--- config.mk ---
export PLATFORM = sky130hd
export DESIGN_NAME = prog_loader
export DESIGN_NICKNAME = d
export VERILOG_FILES = /design/src/rtl/prog_loader_pkg.sv /design/src/rtl/prog_loader.sv
export SDC_FILE = /design/constraint.sdc
export NUM_CORES = 1
export LEC_CHECK = 0
export CORE_UTILIZATION = 60
export DETAILED_ROUTE_END_ITERATION = 7
export DONT_BUFFER_PORTS = 1
export GPL_ROUTABILITY_DRIVEN = 0
export PLACE_DENSITY = 0.76
export SLEW_MARGIN = 10
export SYNTH_ARGS = -nofsm -noshare
export SYNTH_HDL_FRONTEND = slang
export SYNTH_SLANG_ARGS = --single-unit
export TNS_END_PERCENT = 100
--- constraint.sdc ---
create_clock -name clk -period 3.91 [get_ports clk]
set_input_delay 0.391 -clock clk [delete_from_list [all_inputs] [get_ports clk]]
set_output_delay 0.391 -clock clk [all_outputs]
set_load 0.005 [all_outputs]
--- src/rtl/prog_loader_pkg.sv ---
// Shared types and constants for the boot-time program loader.
// Frame: LEN_LO, LEN_HI, payload bytes, CSUM (8-bit sum of payload).
package prog_loader_pkg;

  localparam int LEN_BYTES = 2;
  localparam int CSUM_W    = 8;
  localparam int LEN_W     = LEN_BYTES * 8;

  typedef enum logic [2:0] {
    LEN_LO = 3'd0,
    LEN_HI = 3'd1,
    DATA   = 3'd2,
    CSUM   = 3'd3,
    DONE   = 3'd4,
    ERR    = 3'd5
  } loader_state_t;

endpackage

--- src/rtl/prog_loader.sv ---
// Program loader: receives a framed byte stream and writes the payload into
// instruction memory from address 0, releasing the CPU only on a clean frame.
module prog_loader
  import prog_loader_pkg::*;
#(
  parameter int ADDR_W    = 10,
  parameter int MAX_BYTES = 1024
) (
  input  logic              clk,
  input  logic              rst,
  input  logic              start,
  input  logic              s_valid,
  input  logic [7:0]        s_data,
  output logic              s_ready,
  output logic              mem_we,
  output logic [ADDR_W-1:0] mem_addr,
  output logic [7:0]        mem_wdata,
  output logic              cpu_hold,
  output logic              done,
  output logic              error,
  output loader_state_t     dbg_state
);

  // Handshake: a byte transfers on a rising edge where s_valid & s_ready.
  // s_ready is high while receiving (LEN_LO..CSUM) and is forced low by start.

  localparam int CNT_W = ADDR_W + 1;
  localparam logic [LEN_W-1:0] MAX_N = LEN_W'(MAX_BYTES);

  loader_state_t       state_q, state_d;
  logic [7:0]          len_lo_q, len_lo_d;
  logic [CNT_W-1:0]    len_q, len_d;
  logic [CNT_W-1:0]    cnt_q, cnt_d;
  logic [CSUM_W-1:0]   csum_q, csum_d;
  logic                we_q, we_d;
  logic [ADDR_W-1:0]   addr_q, addr_d;
  logic [7:0]          wdata_q, wdata_d;

  logic                hs;
  logic [LEN_W-1:0]    frame_len;
  logic [CNT_W-1:0]    next_cnt;

  always_ff @(posedge clk or posedge rst) begin
    if (rst) begin
      state_q  <= LEN_LO;
      len_lo_q <= '0;
      len_q    <= '0;
      cnt_q    <= '0;
      csum_q   <= '0;
      we_q     <= 1'b0;
      addr_q   <= '0;
      wdata_q  <= '0;
    end else begin
      state_q  <= state_d;
      len_lo_q <= len_lo_d;
      len_q    <= len_d;
      cnt_q    <= cnt_d;
      csum_q   <= csum_d;
      we_q     <= we_d;
      addr_q   <= addr_d;
      wdata_q  <= wdata_d;
    end
  end

  always_comb begin
    state_d   = state_q;
    len_lo_d  = len_lo_q;
    len_d     = len_q;
    cnt_d     = cnt_q;
    csum_d    = csum_q;
    we_d      = 1'b0;
    addr_d    = addr_q;
    wdata_d   = wdata_q;
    s_ready   = 1'b0;
    frame_len = {s_data, len_lo_q};
    next_cnt  = cnt_q + 1'b1;

    case (state_q)
      LEN_LO, LEN_HI, DATA, CSUM: s_ready = ~start;
      default:                    s_ready = 1'b0;
    endcase
    hs = s_valid & s_ready;

    // The registered write from the previous edge still drives the port this
    // cycle even when start aborts; only new acceptance is suppressed.
    if (start) begin
      state_d  = LEN_LO;
      len_lo_d = '0;
      len_d    = '0;
      cnt_d    = '0;
      csum_d   = '0;
    end else if (hs) begin
      case (state_q)
        LEN_LO: begin
          len_lo_d = s_data;
          state_d  = LEN_HI;
        end
        LEN_HI: begin
          if (frame_len != '0 && frame_len <= MAX_N) begin
            len_d   = frame_len[CNT_W-1:0];
            cnt_d   = '0;
            state_d = DATA;
          end else begin
            state_d = ERR;
          end
        end
        DATA: begin
          we_d    = 1'b1;
          addr_d  = cnt_q[ADDR_W-1:0];
          wdata_d = s_data;
          csum_d  = csum_q + s_data;
          cnt_d   = next_cnt;
          if (next_cnt == len_q) state_d = CSUM;
        end
        CSUM: begin
          state_d = (s_data == csum_q) ? DONE : ERR;
        end
        default: ;
      endcase
    end
  end

  assign mem_we    = we_q;
  assign mem_addr  = addr_q;
  assign mem_wdata = wdata_q;
  assign done      = (state_q == DONE);
  assign error     = (state_q == ERR);
  assign cpu_hold  = ~done;
  assign dbg_state = state_q;

endmodule
# After elaboration in Yosys (flattened, before gate mapping)
# Cells that the tools add are included.
dict set report op_classes {
  n_addsub 2
  order_cmp 1
  n_eq_ne 9
  n_mux 24
  n_bitwise 3
  reduce_logical 17
}
# op n
set op_table {}
lappend op_table {{$mux W11} 7}
lappend op_table {{$mux W8} 6}
lappend op_table {{$pmux W11 S2} 1}
lappend op_table {{$le A16 B11 Y1 const B} 1}
lappend op_table {{$reduce_bool A16 Y1} 1}
lappend op_table {{$mux W3} 4}
lappend op_table {{$pmux W3 S4} 1}
lappend op_table {{$reduce_and A3 Y1} 4}
lappend op_table {{$add A11 B1 Y11 const B} 1}
lappend op_table {{$eq A11 B11 Y1} 1}
lappend op_table {{$reduce_bool A2 Y1} 5}
lappend op_table {{$add A8 B8 Y8} 1}
lappend op_table {{$eq A8 B8 Y1} 1}
lappend op_table {{$eq A3 B2 Y1 const B} 2}
lappend op_table {{$eq A3 B3 Y1 const B} 2}
lappend op_table {{$ne A3 B3 Y1 const B} 2}
lappend op_table {{$mux W1} 5}
lappend op_table {{$reduce_bool A5 Y1} 1}
lappend op_table {{$reduce_and A2 Y1} 2}
lappend op_table {{$reduce_or A4 Y1} 1}
lappend op_table {{$eq A3 B1 Y1 const B} 1}
lappend op_table {{$logic_not A3 Y1} 1}
lappend op_table {{$reduce_bool A3 Y1} 1}
lappend op_table {{$not A1 Y1} 2}
lappend op_table {{other kinds (2)} 2}
dict set report totals {
  regBits 60
  inputBits 12
  output_inout_bits 26
  elab_cells 64
}

# Logic depth before layout (Yosys ltp)
dict set report logic_depth {
  word_depth 6
  ltp_mapped 8
  ltp_nobuf 8
}

# Least setup slack after synthesis
# Ideal clock, no wire load.
dict set report synth_path {
  path_type {register to register}
  startpoint {register cnt_q[0]}
  endpoint {register state_q[0], in the netlist dbg_state[0]}
  setup_time_ns 0.128
  arrival_ns 2.229
  required_time_ns 3.782
  slack_ns 1.554
  stages_incl_launch_ff 8
  n_path_buf 0
  synth_period_minus_slack_ns 2.356
  path_cell_list {dfrtp_1 > ha_1 > inv_1 > or3_1 > a2111oi_2 > o2111ai_1 > o31ai_2 > mux2_1}
}
dict set report synth_via {
  elab_chain_len 4
}
# element line
set synth_rtl {}
lappend synth_rtl {{start: declaration} prog_loader.sv:33} ;# logic [CNT_W-1:0] cnt_q, cnt_d;
lappend synth_rtl {{start signal: assignment} prog_loader.sv:57} ;# cnt_q <= cnt_d;
lappend synth_rtl {{$add A11 B1 Y11} prog_loader.sv:76} ;# next_cnt = cnt_q + 1'b1;
lappend synth_rtl {{$eq A11 B11 Y1} prog_loader.sv:113} ;# if (next_cnt == len_q) state_d = CSUM;
lappend synth_rtl {{$ne A3 B3 Y1 (no line)} n/a}
lappend synth_rtl {{$reduce_and A3 Y1 (no line)} n/a}
lappend synth_rtl {{end signal: assignment} prog_loader.sv:54} ;# state_q <= state_d;
lappend synth_rtl {{end: declaration} prog_loader.sv:30} ;# loader_state_t state_q, state_d;
# No other way between the ends.
# A chain may end at the register's enable or synchronous reset.

# Worst setup path after layout
# Ends and elaborated chain as after synthesis.

==> results.toml <==
[timing]
finalSetupTns_ns = 0
setup_viol = 0
tightest_slew_ns = 0.965
hold_violations = 0
max_freq_mhz = 381
period_share_pct = 67.1
rsz0062_at_grt = "no"
max_slew_margin_pct = 35.6
period_minus_slack_ns = 2.62
final.setup_skew_ns = 0.00717
finalMaxSlewViolations = 0

[placement]
post-dp-hpwl_microns = 4800
dp_cells = 405
place_area_sq_um = 3250
port_buffers = 0

[floorplanning]
num_rows = 26
core_area_sq_um = 5170
die_h_microns = 75.6
die_area_sq_um = 5720
initial_core_util_pct = 62.9
die_x_microns = 75.6
io_pins = 38

[clock_network]
cts_tree = "yes"
cts_buffer_depth = 2
cts_max_level = 3
post_cts_buffers = 0
clock_latency_ns = 0.35
cts_made_buffers = 9
cts_sinks = 60
cts_root_buffer = "clkbuf_8"
clkTransAtPathRegs_ns = 0.07
ctsResizeCount = 0
cts_hold_buf = 0

[global_route]
met1_usage_pct = 37.7
grt.busiest_layer = "met2"
grt_start_max_net_pins = 61
grtUsageTotal_pct = 28.9
grt.overflow.total = 0
grt_pass1_vias = 2424
grt_pass1_wl_microns = 12000
use_met2_pct = 45.0
met3_usage_pct = 9.13
antenna_found_initial = 0

[worst_setup_path]
cp.required_ns = 4.14
cp_cell_sequence = "ha_1 > inv_1 > or3_1 > a2111oi_2 > o2111ai_1 > o31ai_2 > mux2_1"
reg2reg_from = "cnt_q[0]"
worstRegToRegCells = 7
critPathTopFamily = "compound AO/OA/AOI/OAI gates"
cp_data_arrival_time_ns = 2.86
cp-end-kind = "flip-flop"
cp-start-kind = "flip-flop"
reg2reg_slack_ns = 1.29
critical_path.max_fanout = 7
worst_r2r_endpoint = "dbg_state[0]"
max_stage_delay_ns = 0.48
critPathSlowestCell = "dfrtp_1"
path_buf_inv = 1
worst-setup-path-type = "reg2reg"

[synth]
synthArstFlopShare_pct = 100
synthCells = 352
syn-cell-area_sq_um = 3250
postSynthAreaPerCell_sq_um = 9.25
synth_warnings = 0
synthFlopType = "dfrtp_1"
ys_ff_latch = 60
ys_seq_area_share_pct = 46.1
synth_cell_types = 55
syn_nets = 373
synth_edf_count = 0

[power_and_ir_drop]
power.share.sequential_pct = 48.3
swShare_pct = 23.8
irDropWorstVdd_mv = 0.259
power_switching_w = 0.000316
power.density_nw_per_um2 = 383
total_power_w = 0.00133
pwr-share-comb_pct = 5.2
p_leak_nw = 1.65
p_int_w = 0.00101
p_clk_share_pct = 46.5

[cells_and_area]
final_common_cell = "nand2_1"
stdcell_area_sq_um = 3470
antenna_cells = 0
drive_gt1_share_pct = 7.98
area_growth_pct = 6.57
final_nets = 367
final_cell_count_no_fill = 421
most-common-layout-cells = "nand2_1, dfrtp_1, a21oi_1, nor2_1, o21ai_0"

[drt]
drt-wirelength-per-cell_microns = 17.2
viasPerCell = 5.93
wl_microns = 7220
num_vias = 2497
drtIter0Drc = 188
route.detailed.drc = 0
dr.pass1.iters = 4
ant_nets = 0

[outcome]
status = "completed"

[hold_path]
hold_class = "in2reg"
min_from = "start"
holdPathStages = 1
min_to = "len_lo_q[7]"

[run]
cap_violations = 0
==> layout make-up <==
| type | instances | area [sq um] |
|---|---|---|
| fill | 420 | 1700 |
| multi-input combinational | 263 | 1610 |
| sequential | 60 | 1500 |
| clock buffer | 10 | 128 |
| clock inverter | 6 | 88.8 |
| tap | 70 | 87.6 |
| inverter | 10 | 37.5 |
| timing repair buffer | 2 | 15.0 |
==> kinds of logic after synthesis <==
logic type	share of synthesized area [%]
and+or+nand+nor	23.0
AOI/OAI and AO/OA	14.7
DFF	46.1
buffers and inverters	4.38
xor gates and xnor gates	4.58
muxes	3.46
adders and majority gates	3.69
==> Yosys cell counts (5+ instances only) <==
library cell / n / area [sq um]
nand2_1: 84 / 315
dfrtp_1: 60 / 1500
a21oi_1: 22 / 110
nor2_1: 19 / 71.3
clkbuf_1: 11 / 41.3
o21ai_0: 11 / 55.1
inv_1: 10 / 37.5
xnor2_1: 10 / 87.6
mux2i_1: 9 / 90.1
a22o_1: 8 / 70.1
ha_1: 8 / 100
nor3_1: 8 / 40.0
a21o_1: 7 / 52.6
nand3_1: 7 / 35.0
nand3b_1: 7 / 52.6
xor2_1: 7 / 61.3
nand2b_1: 6 / 37.5
nor4_1: 5 / 31.3
==> worst max path at each step <==
stage          startpoint            to  slack, ns  depth (start not counted)
3_3_place_gp     cnt_q[0]  dbg_state[0]       1.43                          7
6_report         cnt_q[0]  dbg_state[0]       1.29                          7
3_5_place_dp     cnt_q[0]  dbg_state[0]       1.36                          7
4_1_cts          cnt_q[0]  dbg_state[0]       1.34                          7
2_1_floorplan    cnt_q[0]  dbg_state[0]       1.55                          7
5_1_grt          cnt_q[0]  dbg_state[0]       1.10                          7
==> registers in the layout (all words and copies together) (netlist names) <==
name and count:
dbg_state 3, cnt_q 11, len_q 11, csum_q 8, mem_addr 10, mem_wdata 8
mem_we 1, len_lo_q 8
==> power groups by stage <==
stage / clock (W) / sequential [W] / combinational [W]
after floorplan: 0 / 0.000649 / 0.0000595
after global placement: 0 / 0.000652 / 0.0000688
after detailed placement: 0 / 0.000653 / 0.0000700
after CTS: 0.000626 / 0.000641 / 0.0000701
after global routing: 0.000655 / 0.000642 / 0.0000797
final: 0.000617 / 0.000641 / 0.0000696
==> metrics by stage <==
stage / setup WS, ns / hold WS [ns] / utilization (%)
finish: 1.29 / 0.0959 / 67.1
global route: 1.10 / 0.0767 / 67.1
CTS: 1.34 / 0.0868 / 67.1
detailed placement: 1.36 / 0.460 / 62.9
global placement: 1.43 / 0.458 / 62.9
floorplan: 1.55 / 0.466 / -
==> worst reg2reg max path, cell delays in order (launching register included) <==
cell and delay [ns]:
dfrtp_1 0.48, ha_1 0.30, inv_1 0.09, or3_1 0.39, a2111oi_2 0.38, o2111ai_1 0.17, o31ai_2 0.34, mux2_1 0.36
==> metal layers <==
metal	vias up	share of wire [%]
met3	21	5.1
li1	1207	-
met5	-	0
met1	1202	45
met2	67	47
met4	0	2.9
No activity file was read; power rests on OpenSTA's default activity.
